==> src/rtl/nx_stream_combiner.sv <==
// nx_stream_combiner: merges the bypass (through-traffic) and emit (local)
// message streams onto four registered directional egress slots, with a
// weighted round-robin that only engages when both sources contend for the
// same free slot in the same cycle.

package nx_pkg;
    typedef enum logic [1:0] {
        NX_NORTH = 2'd0,
        NX_EAST  = 2'd1,
        NX_SOUTH = 2'd2,
        NX_WEST  = 2'd3
    } nx_direction_t;

    typedef struct packed {
        logic [7:0]  hdr;
        logic [23:0] payload;
    } nx_message_t;
endpackage

// Single-entry egress holding slot: load wins over drain, data holds otherwise.
module nx_combiner_slot
    import nx_pkg::*;
(
    input  logic        clk_i,
    input  logic        rst_i,
    input  logic        load_i,
    input  nx_message_t load_data_i,
    input  logic        drain_i,
    output logic        valid_o,
    output nx_message_t data_o
);
    logic        valid_q, valid_d;
    nx_message_t data_q, data_d;

    // Next state: a load replaces the entry (no bubble on drain+load).
    always_comb begin
        valid_d = valid_q;
        data_d  = data_q;
        if (load_i) begin
            valid_d = 1'b1;
            data_d  = load_data_i;
        end else if (drain_i) begin
            valid_d = 1'b0;
        end
    end

    // Slot registers; reset discards any held message.
    always_ff @(posedge clk_i) begin
        if (rst_i) begin
            valid_q <= 1'b0;
            data_q  <= '0;
        end else begin
            valid_q <= valid_d;
            data_q  <= data_d;
        end
    end

    assign valid_o = valid_q;
    assign data_o  = data_q;
endmodule

module nx_stream_combiner
    import nx_pkg::*;
#(
    parameter int unsigned BYPASS_WEIGHT = 1,
    parameter int unsigned EMIT_WEIGHT   = 1
) (
    input  logic          clk_i,
    input  logic          rst_i,
    input  nx_message_t   bypass_data_i,
    input  nx_direction_t bypass_dir_i,
    input  logic          bypass_valid_i,
    output logic          bypass_ready_o,
    input  nx_message_t   emit_data_i,
    input  nx_direction_t emit_dir_i,
    input  logic          emit_valid_i,
    output logic          emit_ready_o,
    output nx_message_t   north_data_o,
    output logic          north_valid_o,
    input  logic          north_ready_i,
    output nx_message_t   east_data_o,
    output logic          east_valid_o,
    input  logic          east_ready_i,
    output nx_message_t   south_data_o,
    output logic          south_valid_o,
    input  logic          south_ready_i,
    output nx_message_t   west_data_o,
    output logic          west_valid_o,
    input  logic          west_ready_i,
    output logic          idle_o
);
    localparam int NUM_DIRS = 4;
    localparam logic [3:0] BW = 4'(BYPASS_WEIGHT);
    localparam logic [3:0] EW = 4'(EMIT_WEIGHT);

    logic [NUM_DIRS-1:0] egress_rdy;
    logic [NUM_DIRS-1:0] valid_q;
    logic [NUM_DIRS-1:0] slot_free;
    nx_message_t         data_q [NUM_DIRS];

    logic       owner_q, owner_d;   // 0 = bypass, 1 = emit
    logic [3:0] cnt_q, cnt_d;
    logic [3:0] cnt_inc;
    logic       contest;
    logic       gnt_b, gnt_e;

    assign egress_rdy = {west_ready_i, south_ready_i, east_ready_i, north_ready_i};
    assign slot_free  = ~valid_q | egress_rdy;

    // Contention only matters when the shared target slot could actually load.
    assign contest = bypass_valid_i && emit_valid_i &&
                     (bypass_dir_i == emit_dir_i) && slot_free[bypass_dir_i];

    assign bypass_ready_o = slot_free[bypass_dir_i] && !(contest && owner_q);
    assign emit_ready_o   = slot_free[emit_dir_i]   && !(contest && !owner_q);

    assign gnt_b = bypass_valid_i && bypass_ready_o;
    assign gnt_e = emit_valid_i && emit_ready_o;

    // Arbiter next state: only contested cycles advance the weight counter.
    always_comb begin
        owner_d = owner_q;
        cnt_d   = cnt_q;
        cnt_inc = cnt_q + 4'd1;
        if (contest) begin
            if (cnt_inc == (owner_q ? EW : BW)) begin
                owner_d = ~owner_q;
                cnt_d   = 4'd0;
            end else begin
                cnt_d = cnt_inc;
            end
        end
    end

    // Arbiter registers.
    always_ff @(posedge clk_i) begin
        if (rst_i) begin
            owner_q <= 1'b0;
            cnt_q   <= 4'd0;
        end else begin
            owner_q <= owner_d;
            cnt_q   <= cnt_d;
        end
    end

    // One holding slot per direction; at most one source is granted per slot.
    for (genvar d = 0; d < NUM_DIRS; d++) begin : g_slot
        logic hit_b, hit_e;
        assign hit_b = gnt_b && (bypass_dir_i == nx_direction_t'(d));
        assign hit_e = gnt_e && (emit_dir_i == nx_direction_t'(d));

        nx_combiner_slot u_slot (
            .clk_i       (clk_i),
            .rst_i       (rst_i),
            .load_i      (hit_b || hit_e),
            .load_data_i (hit_b ? bypass_data_i : emit_data_i),
            .drain_i     (egress_rdy[d]),
            .valid_o     (valid_q[d]),
            .data_o      (data_q[d])
        );
    end

    assign north_valid_o = valid_q[0];
    assign east_valid_o  = valid_q[1];
    assign south_valid_o = valid_q[2];
    assign west_valid_o  = valid_q[3];
    assign north_data_o  = data_q[0];
    assign east_data_o   = data_q[1];
    assign south_data_o  = data_q[2];
    assign west_data_o   = data_q[3];

    assign idle_o = (valid_q == '0) && !bypass_valid_i && !emit_valid_i;
endmodule
==> config.mk <==
export PLATFORM = sky130hd
export DESIGN_NAME = nx_stream_combiner
export DESIGN_NICKNAME = d
export VERILOG_FILES = /design/src/rtl/nx_stream_combiner.sv
export SDC_FILE = /design/constraint.sdc
export NUM_CORES = 1
export LEC_CHECK = 0
export BUFFER_PORTS_ARGS = -buffer_cell sky130_fd_sc_hd__buf_2
export CAP_MARGIN = 10
export CORE_UTILIZATION = 53
export CTS_BUF_LIST = sky130_fd_sc_hd__clkbuf_16
export DETAILED_ROUTE_END_ITERATION = 10
export GPL_TIMING_DRIVEN = 0
export PLACE_DENSITY = 0.83
export SYNTH_ARGS = -nofsm -noshare
export SYNTH_HDL_FRONTEND = slang
export SYNTH_SLANG_ARGS = --single-unit
==> constraint.sdc <==
create_clock -name clk_i -period 2.9 [get_ports clk_i]
set_input_delay 0.435 -clock clk_i [delete_from_list [all_inputs] [get_ports clk_i]]
set_output_delay 0.435 -clock clk_i [all_outputs]
set_load 0.05 [all_outputs]
== After elaboration in Yosys (flattened, before gate mapping) ==
Index checks and enable logic that the tools add are counted.
Operators by class
  reductions and logical operators: 36
  bitwise operators: 3
  equal/unequal tests: 8
  $lt $le $gt $ge: 2
  add/subtract/negate cells: 1
  mux-type cells: 17
Operators with widths (number)
  32-bit two-way mux: 4
  1-bit logical AND: 19
  1-bit two-way mux: 10
  2-bit == test, second input constant: 4
  2-bit nonzero test: 4
  2-bit by 3-bit less-than comparator with 1-bit output, second input constant: 2
  1-bit zero test: 5
  4-bit by 1-bit adder with 4-bit output, second input constant: 1
  1-bit binary-select mux with 2-bit select: 2
  2-bit by 1-bit == test with 1-bit output, second input constant: 2
  4-bit by 1-bit == test with 1-bit output, second input constant: 1
  2-bit zero test: 2
  4-bit zero test: 1
  1-bit logical OR: 4
  4-bit two-way mux: 1
  4-bit inverter: 1
  4-bit bitwise OR: 1
  2-bit == test: 1
  2-bit AND reduction: 1
  1-bit inverter: 1
Storage, ports and cells
  word-level logic and storage cells: 81
  output and inout bits: 135
  input bits: 76
  register bits: 137

== Logic depth before layout (Yosys ltp) ==
  depth in word-level cells: 12
  depth in mapped cells: 8
  mapped depth without buffers: 6

== Hierarchy ==
A second synthesis with hierarchy kept.
Unflattened totals
  cell total of the unflattened synthesis: 651
  area, all modules: 7176.9 um2
Modules (own cells, without submodules)
  nx_combiner_slot: area an instance 1204.9 um2, instances 4, seq. area each 660.6 um2, cells each 108
  nx_stream_combiner: area an instance 2357.3 um2, instances 1, seq. area each 100.1 um2, cells each 219

== Worst setup path before layout ==
Ideal clock, no wire load.
  kind: register -> output
  from: register g_slot[0].u_slot.valid_q
  to: output port emit_ready_o
  setup slack: 0.131 ns
  arrival time: 2.334 ns
  path buffers: 3
  cell stages (with the launch flop): 8
  required time: 2.465 ns
  cells stage by stage: dfxtp_1 -> nor2b_1 -> buf_2 -> mux4_2 -> or3_1 -> buf_2 -> buf_2 -> and2_1
Between the ends
  longest elaborated chain between the ends: 8
  elaborated cells between the ends (all ways): 10
  those cells by class: mux (4); bitwise (2); reduce/logical (4)
RTL lines
  start: declaration: RTL line 32  | logic valid_q, valid_d;
  start signal: assignment: RTL line 53  | valid_q <= valid_d;
  4-bit inverter (*): RTL line 108  | assign slot_free = ~valid_q | egress_rdy;
  4-bit bitwise OR (*): RTL line 108
  1-bit binary-select mux with 2-bit select: RTL line 112  | (bypass_dir_i == emit_dir_i) && slot_free[bypass_dir_i];
  1-bit two-way mux (not written as such): RTL line 112
  1-bit logical AND: RTL line 112
  1-bit logical AND: RTL line 115  | assign emit_ready_o = slot_free[emit_dir_i] && !(contest && !owner_q);
  1-bit zero test: RTL line 115
  1-bit logical AND (*): RTL line 115
  end: declaration: RTL line 77  | output logic emit_ready_o,
Every way passes the cells marked *; elsewhere a longest branch is shown, timed or not. The select of a mux whose other input is x is not followed.

== Worst setup path after layout ==
  from: register g_slot[2].u_slot.valid_q
  to: output port emit_ready_o
Between the ends
  longest elaborated chain between the ends: 8
  elaborated cells between the ends (all ways): 10
  those cells by class: mux (4); bitwise (2); reduce/logical (4)
RTL lines (RTL line)
  start: declaration: 32
  start signal: assignment: 53
  4-bit inverter (*): 108
  4-bit bitwise OR (*): 108
  1-bit binary-select mux with 2-bit select: 112
  1-bit two-way mux (not written as such): 112
  1-bit logical AND: 112
  1-bit logical AND: 115
  1-bit zero test: 115
  1-bit logical AND (*): 115
Marks and branches as above.

==> results.py <==
metrics = {
    "floorplan": {
        "io_pins": 211,
        "dieArea_um2": 15000,
        "dieHeight_um": 123,
        "start_util": 0.549,
        "die_width_um": 123,
        "num_rows": 43,
        "core_um2": 14000,
    },
    "drt": {
        "drc_errors": 0,
        "avgViaCountPerCell": 6.50,
        "post_drt_wl_per_cell_um": 20.5,
        "met2_length_mm": 12.8,
        "first_iter_violations": 1329,
        "drt-total-wl_mm": 29.7,
        "wl_met3_mm": 3.89,
        "dr_total_vias": 9428,
        "drt-met1-wl_mm": 11.4,
        "antenna_left": 0,
        "highest_layer": "met4",
        "drt_first_pass_iters": 7,
    },
    "timing": {
        "max_freq_mhz": 349,
        "tns_ps": 0,
        "setup_viol": 0,
        "drv_slew": 0,
        "slew_headroom": 0.536,
        "fin_crit_sh": 0.989,
        "max_slew.worst_pin.slew_ps": 696,
        "fin_skew_ps": 5.28,
        "fin_crit_ps": 2870,
        "rsz0062_at_grt": "false",
        "whs_ps": 340,
        "hold_viol": 0,
    },
    "yosys": {
        "synth_most_common_cell": "nand2_1",
        "yosysTopAreaCellShare": 0.356,
        "syn_avg_cell_area_um2": 7.45,
        "yosys-top-cells-count": "nand2_1 (164), dfxtp_1 (137), a31oi_1 (132), nor3_1 (132), o21bai_1 (128)",
        "ys_seq_elements": 137,
        "async_flop_share": 0,
        "synthTopCellsByArea": "dfxtp_1 (36%), o21bai_1 (12%), a31oi_1 (11%)",
        "yosysTopAreaCell": "dfxtp_1",
        "yosys_warnings": 0,
        "synth.distinct_cells": 35,
        "synthFlopType": "dfxtp_1",
        "syn-num-nets": 1112,
        "netlist_instances": 1034,
        "synth_edf_count": 0,
        "ys_seq_area_frac": 0.356,
        "syn-cell-area_um2": 7700,
    },
    "grt": {
        "gr-usage-all-layers": 0.393,
        "antenna_found_initial": 1,
        "grt_pass1_vias": 8458,
        "grt_pass1_wl_mm": 44.4,
        "overflow": 0,
        "grt_max_degree": 20,
    },
    "worst_setup_path": {
        "cp-start-kind": "flip-flop",
        "worstPathArrival_ps": 2430,
        "worstSetupEndpointType": "primary output",
        "worst-setup-path-type": "reg -> out",
        "cp_max_fo": 19,
        "crit_required_ps": 2470,
    },
    "clock_network": {
        "clock_sinks": 137,
        "cts_made_buffers": 17,
        "cts_max_path_buffers": 2,
        "cts_tree": "built",
        "cts_root_buf": "clkbuf_16",
        "clkLatencyLatePin_ps": 440,
        "ctsHoldBuffers": 0,
        "clkTransAtPathRegs_ps": 60,
        "htree_levels": 4,
    },
    "power_and_ir_drop": {
        "power_density_nw_per_um2": 564,
        "ir_worst_vdd_uv": 444,
        "p_total_uw": 5340,
        "power_leakage_uw": 0.00364,
    },
    "place": {
        "dp_hpwl_mm": 21.2,
        "gp_congestion": 0.963,
        "place_area_um2": 8960,
        "io_buffers": 207,
    },
    "layout": {
        "area_growth_pct": 22.8,
        "finalInstanceArea_um2": 9460,
        "fin_util": 0.674,
        "drive_gt1_frac": 0.212,
        "fillers": 1202,
        "nNetsFinal": 1336,
    },
    "flow_run": {
        "maxCapViolCount": 0,
    },
    "outcome": {
        "status": "complete, no violations",
    },
    "min_path": {
        "hold_class": "in -> reg",
    },
}
[flip-flops by register name, summed over array words and instances (netlist names)]
name	flops
g_slot.u_slot.valid_o	4
owner_q	1
g_slot.u_slot.data_o	128
cnt_q	4
[power breakdown]
part / internal [µW] / switching [µW] / total, µW
logic: 368 / 1010 / 1380
registers: 2010 / 82.1 / 2090
clock network: 1040 / 823 / 1870
[through the flow]
step	worst slack, ps	instances
floorplan	131	1034
global placement	-73.2	1421
detailed placement	-83.9	1421
CTS	4.73	1450
global route	14.0	1449
finish	32.2	1450
[timing repair]
| action | 4_1_cts | 5_1_grt |
|---|---|---|
| buffers inserted | 1 | 0 |
| setup endpoints to repair | 1 | 1 |
| resized for setup | 4 | 2 |
| pin swaps | 0 | 0 |
| cloned | 0 | 0 |
[worst max-delay path, cell delays in order, from the launching register on]
cell	delay [ps]
dfxtp_1	330
nor2b_1	150
buf_6	140
mux4_2	470
or3_4	380
buf_6	190
and2_1	160
buf_4	180
[cell families after synthesis]
| logic type | Yosys count | synth area share |
|---|---|---|
| XOR/XNOR | 4 | 0.00455 |
| AND/OR/NAND/NOR | 368 | 0.224 |
| multiplexers | 3 | 0.00715 |
| flip-flops | 137 | 0.356 |
| AO/OA/AOI/OAI | 395 | 0.323 |
| adder cells (fa/ha/maj) | 2 | 0.00325 |
| buffers and inverters | 125 | 0.0828 |
[path summary, 6_finish.rpt]
| path | slack, ps | depth (start not counted) | end | from |
|---|---|---|---|---|
| setup / recovery | 30 | 7 | emit_ready_o | g_slot[2].u_slot.valid_o |
| setup reg to reg | 420 | 7 | g_slot[0].u_slot.data_o[14] | g_slot[0].u_slot.valid_o |
| hold reg to reg | 490 | 2 | g_slot[3].u_slot.data_o[29] | g_slot[3].u_slot.data_o[29] |
| hold / removal | 340 | 3 | g_slot[0].u_slot.data_o[23] | bypass_data_i[23] |
[layer usage]
layer / vias up / global-route usage
met5: - / 0
met4: 0 / 0.228
met3: 151 / 0.0920
met2: 798 / 0.593
met1: 4289 / 0.510
li1: 4190 / -
[area by class of cell]
| type | count | area (µm²) | share of cell area |
|---|---|---|---|
| diodes | 1 | 2.50 | 0.000265 |
| inverters | 4 | 15.0 | 0.00159 |
| repair buffers | 208 | 1050 | 0.111 |
| flip-flops and latches | 137 | 2740 | 0.290 |
| multi-input cells | 772 | 4330 | 0.458 |
| plain buffers | 118 | 616 | 0.0651 |
| clock buffers | 17 | 425 | 0.0450 |
| well taps | 180 | 225 | 0.0238 |
| clock inverters | 13 | 53.8 | 0.00569 |
[cell usage in the layout, fill, tap and decap left out, types with 22 or more instances in the layout]
cell,n
buf_2,207
nand2_1,164
dfxtp_1,137
nor3_1,132
a31oi_1,132
o21bai_1,128
clkbuf_1,90
o21ai_1,78
o21ai_0,51
nand2b_1,36
buf_6,22
No activity file was read; power rests on OpenSTA's default activity.
